[config.mk]
export PLATFORM = sky130hd
export DESIGN_NAME = i2c_bit_ctrl_flat
export DESIGN_NICKNAME = d
export VERILOG_FILES = /design/src/rtl/i2c_bit_ctrl_pkg.sv /design/src/rtl/i2c_bit_ctrl_if.sv /design/src/rtl/i2c_bit_ctrl.sv /design/src/flat_wrapper.sv
export SDC_FILE = /design/constraint.sdc
export NUM_CORES = 1
export LEC_CHECK = 0
export CAP_MARGIN = 25
export CORE_MARGIN = 4
export CORE_UTILIZATION = 35
export CTS_CLUSTER_SIZE = 30
export DETAILED_ROUTE_END_ITERATION = 8
export GPL_ROUTABILITY_DRIVEN = 1
export GPL_TIMING_DRIVEN = 0
export PLACE_DENSITY = 0.63
export SYNTH_ARGS = -nofsm -noshare
export SYNTH_HDL_FRONTEND = slang
export SYNTH_SLANG_ARGS = --single-unit
[constraint.sdc]
create_clock -name Clk -period 2.61 [get_ports Clk]
set_clock_uncertainty 0.1 [all_clocks]
set_input_delay 0.522 -clock Clk [delete_from_list [all_inputs] [get_ports Clk]]
set_output_delay 0.522 -clock Clk [all_outputs]
set_load 0.01 [all_outputs]
[src/rtl/i2c_bit_ctrl_pkg.sv]
// i2c_pkg: shared command encodings, state enum and bus-level table for i2c_bit_ctrl
//   CMD_*    : 2-bit command codes carried on Cmd
//   PH_*     : phase index A..D, held in the low two state bits
//   state_t  : IDLE plus {1'b1, cmd, phase} for the 16 command/phase states
//   phase_levels(): {scl, sda} release pattern for a command in a given phase
package i2c_pkg;

    localparam logic [1:0] CMD_START = 2'd0;
    localparam logic [1:0] CMD_STOP  = 2'd1;
    localparam logic [1:0] CMD_WRITE = 2'd2;
    localparam logic [1:0] CMD_READ  = 2'd3;

    localparam logic [1:0] PH_A = 2'd0;
    localparam logic [1:0] PH_B = 2'd1;
    localparam logic [1:0] PH_C = 2'd2;
    localparam logic [1:0] PH_D = 2'd3;

    typedef enum logic [4:0] {
        IDLE    = 5'b0_00_00,
        START_A = 5'b1_00_00, START_B = 5'b1_00_01, START_C = 5'b1_00_10, START_D = 5'b1_00_11,
        STOP_A  = 5'b1_01_00, STOP_B  = 5'b1_01_01, STOP_C  = 5'b1_01_10, STOP_D  = 5'b1_01_11,
        WR_A    = 5'b1_10_00, WR_B    = 5'b1_10_01, WR_C    = 5'b1_10_10, WR_D    = 5'b1_10_11,
        RD_A    = 5'b1_11_00, RD_B    = 5'b1_11_01, RD_C    = 5'b1_11_10, RD_D    = 5'b1_11_11
    } state_t;

    // START: SDA drops in C while SCL high; STOP: SDA rises in D while SCL high;
    // data bits: SCL high in B and C, SDA steady for the whole bit.
    function automatic logic [1:0] phase_levels(input logic [1:0] cmd, input logic [1:0] ph,
                                                 input logic din);
        logic scl_bit;
        scl_bit = (ph == PH_B) || (ph == PH_C);
        return cmd == CMD_START ? {ph != PH_D, ~ph[1]} :
               cmd == CMD_STOP  ? {ph != PH_A, ph == PH_D} :
               cmd == CMD_WRITE ? {scl_bit, din} : {scl_bit, 1'b1};
    endfunction

endpackage

[src/rtl/i2c_bit_ctrl_if.sv]
// i2c_bit_ctrl_if: command, timer and open-drain bus bundle for i2c_bit_ctrl
//   Cmd/CmdValid/CmdReady/Din : command request handshake, Dout/Done : result
//   TimerOut/TimerStart/TimerStop : link to i2c_bit_timer
//   SclIn/SdaIn : bus levels, SclOen/SdaOen : open-drain enables (1 = released)
//   slave modport : the bit controller side, master modport : the driving side
interface i2c_bit_ctrl_if;

    logic [1:0] Cmd;
    logic       CmdValid;
    logic       CmdReady;
    logic       Din;
    logic       Dout;
    logic       Done;
    logic       TimerOut;
    logic       TimerStart;
    logic       TimerStop;
    logic       SclIn;
    logic       SdaIn;
    logic       SclOen;
    logic       SdaOen;

    modport slave (
        input  Cmd, CmdValid, Din, TimerOut, SclIn, SdaIn,
        output CmdReady, Dout, Done, TimerStart, TimerStop, SclOen, SdaOen
    );

    modport master (
        output Cmd, CmdValid, Din, TimerOut, SclIn, SdaIn,
        input  CmdReady, Dout, Done, TimerStart, TimerStop, SclOen, SdaOen
    );

endinterface

[src/rtl/i2c_bit_ctrl.sv]
// i2c_bit_ctrl: I2C bit-level sequencer driving START/STOP/WRITE/READ as four timer-paced phases
//   Clk : system clock, rising edge    Rst : synchronous active-high reset
//   bus : i2c_bit_ctrl_if.slave (command handshake, timer link, open-drain SCL/SDA)
//   Optional clock stretching when I2C_STRETCH_EN is defined: a phase B whose SCL is
//   released but still reads low freezes the timer and the phase until SCL goes high.
module i2c_bit_ctrl
    import i2c_pkg::*;
(
    input logic           Clk,
    input logic           Rst,
    i2c_bit_ctrl_if.slave bus
);

    state_t     r_state;
    state_t     w_next;
    logic       r_din;
    logic       r_scl_oen;
    logic       r_sda_oen;
    logic       r_dout;
    logic       r_done;
    logic       w_idle;
    logic       w_tick;
    logic       w_stretch;
    logic       w_din;
    logic       w_done;
    logic       w_sample;
    logic [1:0] w_levels;

    assign w_idle = r_state == IDLE;

`ifdef I2C_STRETCH_EN
    assign w_stretch = r_state[4] && (r_state[1:0] == PH_B) && r_scl_oen && !bus.SclIn;
`else
    logic w_unused_scl;
    assign w_unused_scl = bus.SclIn;
    assign w_stretch    = 1'b0;
`endif

    // TimerOut only advances a phase once a command is running, so a pulse
    // arriving in the accept cycle is dropped.
    assign w_tick = !w_idle && bus.TimerOut && !w_stretch;

    always_ff @(posedge Clk) begin
        if (Rst)
            r_state <= IDLE;
        else
            r_state <= w_next;
    end

    always_comb begin
        w_next = r_state;
        if (w_idle)
            w_next = bus.CmdValid ? state_t'({1'b1, bus.Cmd, PH_A}) : IDLE;
        else if (w_tick)
            w_next = (r_state[1:0] == PH_D) ? IDLE : state_t'(r_state + 5'd1);
    end

    // Bus levels are looked up for the state being entered and then registered,
    // so SclOen/SdaOen change together with the state.
    always_comb begin
        w_din    = w_idle ? bus.Din : r_din;
        w_levels = phase_levels(w_next[3:2], w_next[1:0], w_din);
        w_done   = w_tick && (r_state[1:0] == PH_D);
        w_sample = w_tick && (r_state == RD_C);
    end

    always_ff @(posedge Clk) begin
        if (Rst) begin
            r_din     <= 1'b0;
            r_scl_oen <= 1'b1;
            r_sda_oen <= 1'b1;
            r_dout    <= 1'b0;
            r_done    <= 1'b0;
        end else begin
            r_din  <= w_din;
            r_done <= w_done;
            if (w_next != IDLE) begin
                r_scl_oen <= w_levels[1];
                r_sda_oen <= w_levels[0];
            end
            if (w_sample)
                r_dout <= bus.SdaIn;
        end
    end

    assign bus.CmdReady   = w_idle;
    assign bus.TimerStart = w_idle;
    assign bus.TimerStop  = w_stretch;
    assign bus.SclOen     = r_scl_oen;
    assign bus.SdaOen     = r_sda_oen;
    assign bus.Dout       = r_dout;
    assign bus.Done       = r_done;

endmodule

[src/flat_wrapper.sv]
// flat-port wrapper written by rule: the top's interface ports become plain ports
module i2c_bit_ctrl_flat import i2c_pkg::*;
  (Clk, Rst, bus_Cmd, bus_CmdValid, bus_Din, bus_TimerOut, bus_SclIn, bus_SdaIn, bus_CmdReady, bus_Dout, bus_Done, bus_TimerStart, bus_TimerStop, bus_SclOen, bus_SdaOen);
  i2c_bit_ctrl_if bus_i ();
  input logic Clk;
  input logic Rst;
  input wire logic [$bits(bus_i.Cmd)-1:0] bus_Cmd;
  input wire logic [$bits(bus_i.CmdValid)-1:0] bus_CmdValid;
  input wire logic [$bits(bus_i.Din)-1:0] bus_Din;
  input wire logic [$bits(bus_i.TimerOut)-1:0] bus_TimerOut;
  input wire logic [$bits(bus_i.SclIn)-1:0] bus_SclIn;
  input wire logic [$bits(bus_i.SdaIn)-1:0] bus_SdaIn;
  output wire logic [$bits(bus_i.CmdReady)-1:0] bus_CmdReady;
  output wire logic [$bits(bus_i.Dout)-1:0] bus_Dout;
  output wire logic [$bits(bus_i.Done)-1:0] bus_Done;
  output wire logic [$bits(bus_i.TimerStart)-1:0] bus_TimerStart;
  output wire logic [$bits(bus_i.TimerStop)-1:0] bus_TimerStop;
  output wire logic [$bits(bus_i.SclOen)-1:0] bus_SclOen;
  output wire logic [$bits(bus_i.SdaOen)-1:0] bus_SdaOen;
  assign bus_i.Cmd = bus_Cmd;
  assign bus_i.CmdValid = bus_CmdValid;
  assign bus_i.Din = bus_Din;
  assign bus_i.TimerOut = bus_TimerOut;
  assign bus_i.SclIn = bus_SclIn;
  assign bus_i.SdaIn = bus_SdaIn;
  assign bus_CmdReady = bus_i.CmdReady;
  assign bus_Dout = bus_i.Dout;
  assign bus_Done = bus_i.Done;
  assign bus_TimerStart = bus_i.TimerStart;
  assign bus_TimerStop = bus_i.TimerStop;
  assign bus_SclOen = bus_i.SclOen;
  assign bus_SdaOen = bus_i.SdaOen;
  i2c_bit_ctrl u_core (.Clk(Clk), .Rst(Rst), .bus(bus_i));
endmodule
==> impl_metrics.env, run 1 <==
export IMPL_cp_cell_sequence="inv_1 -> ha_1 -> nor4b_4 -> clkdlybuf4s50_1"
export IMPL_grt_max_degree=11
export IMPL_grt_ovfl_total=0
export IMPL_synth_compound_area_share_pct=15.5
export IMPL_start_kind="register"
export IMPL_cts_buffers=3
export IMPL_final_hold_violation_count=0
export IMPL_row_count=15
export IMPL_finalInstanceArea_um2=878
export IMPL_synth_xor_area_share_pct=0
export IMPL_clock_path_buffers=2
export IMPL_io_pins=16
export IMPL_synth_cell_types=35
export IMPL_synth_top_family_by_area="simple AND/OR/NAND/NOR gates"
export IMPL_vdd_ir_drop_worst_uv=340
export IMPL_wl_um=1410
export IMPL_n_antenna_cell=0
export IMPL_path_max_fanout=6
export IMPL_syn_to_final_growth_pct=31.5
export IMPL_power_density_nw_per_um2=640
export IMPL_gp_congestion=0.859
export IMPL_fin_cells=114
export IMPL_synth_adder_area_share_pct=9.36
export IMPL_yosys_area_share_simple_pct=29.0
export IMPL_async_reset_ff_share_pct=0
export IMPL_netlist_area_um2=668
export IMPL_nNetsFinal=104
export IMPL_max_clock_freq_mhz=408
export IMPL_crit_path_end_kind="output port"
export IMPL_required_ns=1.99
export IMPL_cp_arrival_ns=1.83
export IMPL_synth_top_area_share_pct=30.0
export IMPL_drive_gt1_share_pct=16.9
export IMPL_status="complete, no violations"
export IMPL_period_minus_slack_ns=2.45
export IMPL_start_util_pct=37.9
export IMPL_post_route_period_util_pct=94.0
export IMPL_r2r_cells=9
export IMPL_yosys_warnings=0
export IMPL_place_ws_ns=-0.183
export IMPL_drc=0
export IMPL_rsz0062_at_grt="false"
export IMPL_grt_total_usage_pct=11.6
export IMPL_antenna_found_initial=0
export IMPL_hold_path_cell_count=2
export IMPL_syn_avg_cell_area_um2=9.41
export IMPL_hp_class="register to register"
export IMPL_clk_pin_slew_worst_paths_ns=0.07
export IMPL_yosysTopAreaCell="dfxtp_1"
export IMPL_fp_dieW_um=51.7
export IMPL_grt_first_pass_wirelength_um=2320
export IMPL_setup_ws_ns=0.157
export IMPL_htree_num_levels=1
export IMPL_die_h_um=51.7
export IMPL_grt_pass1_vias=501
export IMPL_dpl_cell_area_um2=830
export IMPL_syn_nets=85
export IMPL_clk_root_buffer_cell="clkbuf_4"
export IMPL_ys_seq_area_share_pct=30.0
export IMPL_path_class="register to output port"
export IMPL_post_dp_hpwl_um=1080
export IMPL_drv_cap=0
export IMPL_firstDrtPassIters=4
export IMPL_setup_viol=0
export IMPL_netlist_top_cells_area="dfxtp_1 (30%), ha_1 (9.4%), mux2i_1 (6.0%)"
export IMPL_clkSinkCount=10
export IMPL_leakage_uw=0.000403
export IMPL_ys_flop_type="dfxtp_1"
export IMPL_dieArea_um2=2670
export IMPL_dp_cells=109
export IMPL_cp_slowest_cell="clkdlybuf4s50_1"
export IMPL_vias_per_cell=4.98
export IMPL_synth_area_mux_share_pct=9.36
export IMPL_ant_nets=0
export IMPL_dr_total_vias=568
export IMPL_io_buffers=13
export IMPL_hold_buffers=0
export IMPL_drtIter0Drc=9
export IMPL_clkLatencyLatePin_ns=0.27
export IMPL_wl_per_cell_um=12.4
export IMPL_slowest_delay_ns=0.61
export IMPL_syn_inst=71
export IMPL_coreArea_um2=1760
export IMPL_cts_tree="done"
export IMPL_slew_viol_final=0
export IMPL_ys_ff_latch=10
export IMPL_synth_edf_count=0
-- sequential cells by signal, indices dropped and copies added, names as in the netlist --
name	cells
u_core.r_state	5
u_core.r_din	1
u_core.bus.SclOen	1
u_core.bus.Dout	1
u_core.bus.SdaOen	1
u_core.bus.Done	1
-- path summary, 6_finish.rpt --
check | startpoint | end | slack (ns)
max reg2reg | u_core.r_state[0] | u_core.bus.SdaOen | 0.21
min reg2reg | u_core.bus.Dout | u_core.bus.Dout | 0.40
max | u_core.r_state[0] | bus_CmdReady | 0.16
min | u_core.bus.Dout | u_core.bus.Dout | 0.40
-- metrics by stage --
stage | power, uW | hold WS (ns) | TNS, ns | utilization, %
floorplan | 340 | 0.357 | 0 | -
global placement | 416 | 0.385 | -0.325 | 47.0
detailed placement | 418 | 0.386 | -0.337 | 47.0
CTS | 569 | 0.403 | 0 | 49.5
global route | 598 | 0.481 | 0 | 49.8
finish | 562 | 0.396 | 0 | 49.8
-- worst max-delay path, delay by kind of cell (launching register included) --
kind	cells	cell delay [ns]
adder cells (fa/ha/maj)	1	0.18
flip-flops	1	0.35
buffers and inverters	2	0.70
AND/OR/NAND/NOR	1	0.33
-- kinds of logic (layout without fill, tap and decap cells) --
group	after synthesis	after routing
compound gates	12	12
fa+ha+maj	5	5
simple gates	29	29
flops	10	10
buf+inv	9	27
mux	5	5
other cells	1	1
-- power breakdown --
group / total (uW) / internal [uW] / switching (uW) / leakage [uW]
logic: 223 / 126 / 97.7 / 0.000300
clock network: 144 / 84.8 / 59.0 / 0.0000210
registers: 195 / 173 / 22.4 / 0.0000820
total: 562 / 383 / 179 / 0.000403
-- repair_timing --
action | CTS | global route
setup endpoints to repair | 1 | 3
setup buffers | 1 | 0
gates resized for setup | 0 | 2
cloned | 0 | 0
-- metal layers --
metal,share of wire (%),track usage [%],vias to the layer above
met5,0,0,-
met4,1.8,5.24,0
met2,42,18.0,14
met1,50,15.6,255
li1,-,-,294
met3,5.8,2.01,5
-- synth_stat cells, types with 2 or more instances --
cell type / number
ha_1: 5
nand2b_1: 3
nor4_1: 2
nand3_1: 2
mux2i_1: 4
dfxtp_1: 10
or2_2: 2
inv_1: 6
nand2_1: 2
a2bb2oi_1: 2
nor2_1: 7
o211ai_1: 2
buf_4: 2
-- final cells by class --
cell class / instances / area [um^2]
Sequential cell: 10 / 200
Fill cell: 191 / 886
Timing Repair Buffer: 14 / 143
Inverter: 6 / 22.5
Tap cell: 25 / 31.3
Multi-Input combinational cell: 52 / 427
Buffer: 3 / 18.8
Clock buffer: 4 / 36.3
-- cells in the final DEF (no fill, tap or decap), types with 3 or more instances in the layout --
cell type and n:
buf_4 3, clkbuf_4 3, clkdlybuf4s50_1 11, dfxtp_1 10, ha_1 5, inv_1 6
mux2i_1 4, nand2b_1 3, nor2_1 7
No activity file was read; power rests on OpenSTA's default activity.
==> inputs of run 2 (changes only) <==
CAP_MARGIN = 10   (was 25)
==> results of run 2 <==
Final layout, timing and power as in run 1 (identical DEF).
